$ cat src/rtl/tri_decoder.sv
// Triangular-number decoder: peels 1,2,3,... off w_in until the
// next term no longer fits; n = terms removed, rem = leftover.
// Ports: clk, reset (sync, active-high), start, w_in ->
//        busy, done (1-cycle pulse), n, rem.
module tri_decoder #(
  parameter int WIDTH = 6,
  parameter int CNT_W = 4
) (
  input  logic             clk,
  input  logic             reset,
  input  logic             start,
  input  logic [WIDTH-1:0] w_in,
  output logic             busy,
  output logic             done,
  output logic [CNT_W-1:0] n,
  output logic [WIDTH-1:0] rem
);

  typedef enum logic [1:0] {
    IDLE,
    SUB,
    DONE
  } state_t;

  state_t state;
  state_t state_nx;

  logic [WIDTH-1:0] r;
  logic [CNT_W-1:0] b;
  logic [CNT_W-1:0] cnt;
  logic             fits;

  // b is zero-extended, so the compare is unsigned and r >= b
  // guarantees r - b never underflows.
  assign fits = (r >= WIDTH'(b));

  always_ff @(posedge clk) begin
    if (reset) state <= IDLE;
    else       state <= state_nx;
  end

  always_comb begin
    state_nx = state;
    unique case (state)
      IDLE:    if (start) state_nx = SUB;
      SUB:     if (!fits) state_nx = DONE;
      DONE:    state_nx = IDLE;
      default: state_nx = IDLE;
    endcase
  end

  always_ff @(posedge clk) begin
    if (reset) begin
      r   <= '0;
      b   <= '0;
      cnt <= '0;
    end else begin
      unique case (state)
        IDLE: begin
          if (start) begin
            r   <= w_in;
            b   <= CNT_W'(1);
            cnt <= '0;
          end
        end
        SUB: begin
          if (fits) begin
            r   <= r - WIDTH'(b);
            b   <= b + CNT_W'(1);
            cnt <= cnt + CNT_W'(1);
          end
        end
        default: ;
      endcase
    end
  end

  always_comb begin
    busy = (state != IDLE);
    done = (state == DONE);
  end

  assign rem = r;
  assign n   = cnt;

endmodule

$ cat config.mk
export PLATFORM = sky130hd
export DESIGN_NAME = tri_decoder
export DESIGN_NICKNAME = d
export VERILOG_FILES = /design/src/rtl/tri_decoder.sv
export SDC_FILE = /design/constraint.sdc
export NUM_CORES = 1
export LEC_CHECK = 0
export CAP_MARGIN = 15
export CORE_MARGIN = 2
export CORE_UTILIZATION = 60
export CTS_CLUSTER_SIZE = 10
export DETAILED_ROUTE_END_ITERATION = 8
export DONT_BUFFER_PORTS = 1
export PLACE_DENSITY_LB_ADDON = 0.15
export SLEW_MARGIN = 30
export SYNTH_ARGS = -nofsm -noshare
export SYNTH_HDL_FRONTEND = slang
export SYNTH_SLANG_ARGS = --single-unit
$ cat constraint.sdc
create_clock -name clk -period 3.26 [get_ports clk]
set_clock_uncertainty 0.1 [all_clocks]
set_input_delay 0.652 -clock clk [delete_from_list [all_inputs] [get_ports clk]]
set_output_delay 0.652 -clock clk [all_outputs]
set_load 0.02 [all_outputs]
; Word level (Yosys, flattened, before mapping)
; Index checks and enable logic that the tools add are counted.
[word_totals]
elab_cells = 30
memories = 0
mem_bits_ro = 0
input_bits = 9
ramBits = 0
register_bits = 16
output_inout_bits = 12
latch_bits = 0
[classes]
n_reduce_logical = 5
multipliers = 0
n_addsub = 3
n_eq_ne = 5
n_lt_le_gt_ge = 1
n_bitwise = 0
div = 0
muxes = 12
shift = 0
[op_table]
columns = operator, n
row1 = $mux 4, 4
row2 = $pmux 4 s2, 2
row3 = $mux 6, 2
row4 = $pmux 6 s2, 1
row5 = $add 4x1->4 const B, 2
row6 = $ge 6x4->1, 1
row7 = $ne 2x2->1 const B, 3
row8 = $sub 6x4->6, 1
row9 = $mux 2, 2
row10 = $pmux 2 s2, 1
row11 = $reduce_bool 2->1, 2
row12 = $reduce_and 3->1, 1
row13 = $eq 2x1->1 const B, 1
row14 = $eq 2x2->1 const B, 1
row15 = $logic_not 2->1, 1
row16 = $reduce_and 2->1, 1

; Depth between registers and ports, before layout
[logic_depth]
word_depth = 3
depth_mapped = 10
depth_no_buf = 9

; Worst setup path before layout
; Ideal clock, no wire load.
[synth_timing]
kind = register -> register
startpoint = register r[0], in the netlist rem[0]
endpoint = register cnt[2], in the netlist n[2]
path_slack_ns = 0.871
n_path_buf = 1
t_arrival_ns = 2.172
path_stages_with_launch = 10
required_time_ns = 3.044
setup_time_ns = 0.116
cell_sequence = dfxtp_1 -> inv_1 -> ha_1 -> inv_1 -> fa_1 -> a21o_1 -> a2111oi_4 -> a211oi_2 -> buf_2 -> a31o_2
[synth_via]
elab_chain_cells = 3
[synth_rtl]
columns = item, line
row1 = from (decl), 28  ; logic [WIDTH-1:0] r;
row2 = from (signal assigned), 61  ; r <= w_in;
row3 = from (signal assigned), 68  ; r <= r - WIDTH'(b);
row4 = $ge 6x4->1, 35  ; assign fits = (r >= WIDTH'(b));
row5 = $ne 2x2->1 (no source line), -
row6 = $reduce_and 3->1 (no source line), -
row7 = to (signal assigned), 70  ; cnt <= cnt + CNT_W'(1);
row8 = to (decl), 30  ; logic [CNT_W-1:0] cnt;
; Every way passes these cells.
; A chain may end at the register's enable or synchronous reset.

; Final worst setup path
[layout_timing]
startpoint = register r[0], in the netlist rem[0]
endpoint = register cnt[3], in the netlist n[3]
; Same word-level chain as after synthesis.

==> reports/summary.txt <==
Seq cells post-synth: 16
postcts setup bufs: 0
peak supply drop: 0.459 mV
Std-Cell Rows: 14
Post-synth EDFFs: 0
final setup violating endpoints: 0
YS warnings: 0
area leader, netlist: dfxtp_1
origin of the critical flop-to-flop path: rem[0]
Tmin final: 2.57 ns
Die Area: 1890 um^2
Slew HR: 65.4%
die width: 43.5 um
CP Data Required Time: 3.38 ns
DRT antenna net count: 0
Setup TNS Final: 0 ns
Top Ports: 21
GRT Util Overall: 22.9%
RR Endpoint: n[3]
CTS root buf: clkbuf_4
Longest Clk Path Bufs: 2
critical path startpoint: rem[0]
Final Hold Viols: 0
syn_nets: 127
worst skew pair latency: 0.29 ns
post-synth cell types: 35
DR pass1 iterations: 4
area delta synth->final: 3.88%
Post-Syn Area per Cell: 8.43 um^2
share of layout cells above drive strength 1: 8.11%
# DRC: 0
Arr. time, crit path: 2.69 ns
sequential fraction of the synthesis area: 34.2%
CTS tree: built
Cell Pwr Density: 668 nW/um^2
FF-to-FF path depth: 9
max_cap viols: 0
final wirelength: 1960 um
CTS H-tree depth: 1
clk sinks: 16
drt first-iter violations: 13
Fmax achieved: 389 MHz
leakage power total: 0.370 nW
worst-path fanout max: 12
Synth top area share: 34.2%
dominant synthesized flop cell: dfxtp_1
maximum number of pins on one net before global-route repair: 17
synthesized instance count: 111
FFs w/ async S/R, synth: 0%
RSZ-0062 raised after global routing: false
Cells after DPL: 123
top cells by area, synth: dfxtp_1, ha_1, a21oi_1, nor2_1, nand2_1
Via density: 6.27
first-pass GRT wire length: 3300 um
actual slew at the worst max-slew pin: 0.519 ns
CTS buffer count: 3
hold_buf cts: 0
initial core utilization: 62.9%
CTS clk-pin slew, worst paths: 0.10 ns
status: complete, no violations
post-CTS sizing: 0
kind of critical path: flop to flop
core area: 1490 um^2
Antenna diodes: 0
IO Port Bufs: 0
worst setup margin: 0.689 ns
max-slew violations: 0
Worst Setup Start Kind: flop
R2R setup slack: 0.69 ns
chip height: 43.5 um
pre-CTS setup slack: 0.702 ns
Post-Syn Area: 936 um^2
fin crit share: 78.9%
worst hold path class: input port to flop
vias in the first global route: 766
hold depth: 1
fin cells: 127
Nets: 128
crit path to: n[3]
FILL cells: 118
vias: 796
Remaining Overflow, GRT: 0
initial antenna violation count: 0
GP Congestion: 0.751
wire length per cell: 15.4 um
hpwl dp: 1450 um
CP endpoint kind: flop
[layout make-up]
class	instances	area [um^2]	area share, %
Multi-Input combinational cell	84	566	58.2
Inverter	6	22.5	2.32
Timing Repair Buffer	1	7.51	0.772
Sequential cell	16	320	32.9
Tap cell	16	20.0	2.06
Clock buffer	4	36.3	3.73
[critical path: stages, from the launching register on]
cell,delay (ns)
dfxtp_1,0.40
inv_1,0.08
ha_1,0.16
inv_1,0.05
fa_1,0.40
a21o_1,0.21
a2111oi_4,0.40
a211o_1,0.41
o21ai_0,0.15
a21oi_1,0.14
[synth_stat cells (2+ instances only)]
cell type / n
dfxtp_1: 16
o21ai_0: 4
nor2_1: 11
nand2b_1: 3
a211o_1: 2
nand3_1: 4
o32ai_1: 2
a21oi_1: 9
clkbuf_1: 3
nand2_1: 10
o21a_1: 2
or3_1: 3
a21o_1: 2
inv_1: 6
nor2b_1: 3
ha_1: 6
nor3_1: 3
a211oi_1: 3
and2_1: 2
a31oi_1: 2
[routing by layer]
layer | vias to the layer above | GRT usage (%) | routed length, um
li1 | 402 | - | -
met2 | 20 | 38.2 | 948
met1 | 372 | 28.6 | 891
met3 | 2 | 5.00 | 108
met4 | 0 | 9.09 | 10
met5 | - | 0 | 0
[worst min path at each step]
stage | from | slack [ns] | endpoint
finish | reset | 0.32 | rem[0]
global route | reset | 0.31 | n[1]
CTS | reset | 0.31 | rem[1]
detailed placement | b[1] | 0.38 | b[1]
global placement | b[3] | 0.38 | b[3]
floorplan | b[3] | 0.36 | b[3]
[cells in the final DEF, fill, tap and decap left out]
master      n
dfxtp_1    16
and2_1      2
o32ai_1     2
o21ai_0     4
a211oi_1    3
o21bai_1    1
a21oi_1     9
nand3_1     4
xnor2_1     1
clkbuf_4    3
a31oi_1     2
o31a_1      1
a31o_2      1
clkbuf_8    1
a2111oi_4   1
a22oi_1     1
o211ai_1    1
a211o_1     2
a211oi_2    1
ha_1        6
a41o_2      1
a21o_1      2
nand4_1     1
inv_1       6
nor2b_1     3
nor3_1      3
nand2b_1    3
fa_1        1
nor2_1     11
buf_4       1
a311oi_1    1
nand2_1    10
o21a_1      2
nor3b_1     1
or3_1       3
[per-stage QoR]
stage | hold slack [ns] | cell area [um^2] | power (mW) | util (%)
global placement | 0.382 | 936 | 0.509 | 62.9
finish | 0.321 | 972 | 0.650 | 65.3
floorplan | 0.358 | 936 | 0.478 | -
detailed placement | 0.379 | 936 | 0.518 | 62.9
CTS | 0.310 | 972 | 0.653 | 65.3
global route | 0.311 | 972 | 0.688 | 65.3
[cells by family after synthesis]
kind of cell | share of synthesized area (%)
compound gates | 28.3
xor+xnor | 0.936
simple gates | 21.0
fa+ha+maj | 10.2
flops | 34.2
buf+inv | 5.35
[state kept, by name (all words and copies together), names as in the netlist]
register / count
b: 4
n: 4
rem: 6
state: 2
[report_power, final]
part / leakage [nW] / total, mW / switching (mW) / internal (mW)
Combinational: 0.218 / 0.242 / 0.136 / 0.106
Sequential: 0.131 / 0.274 / 0.0540 / 0.220
Clock: 0.0210 / 0.134 / 0.0657 / 0.0680
Total: 0.370 / 0.650 / 0.256 / 0.394
(Power assumes the default switching activity.)
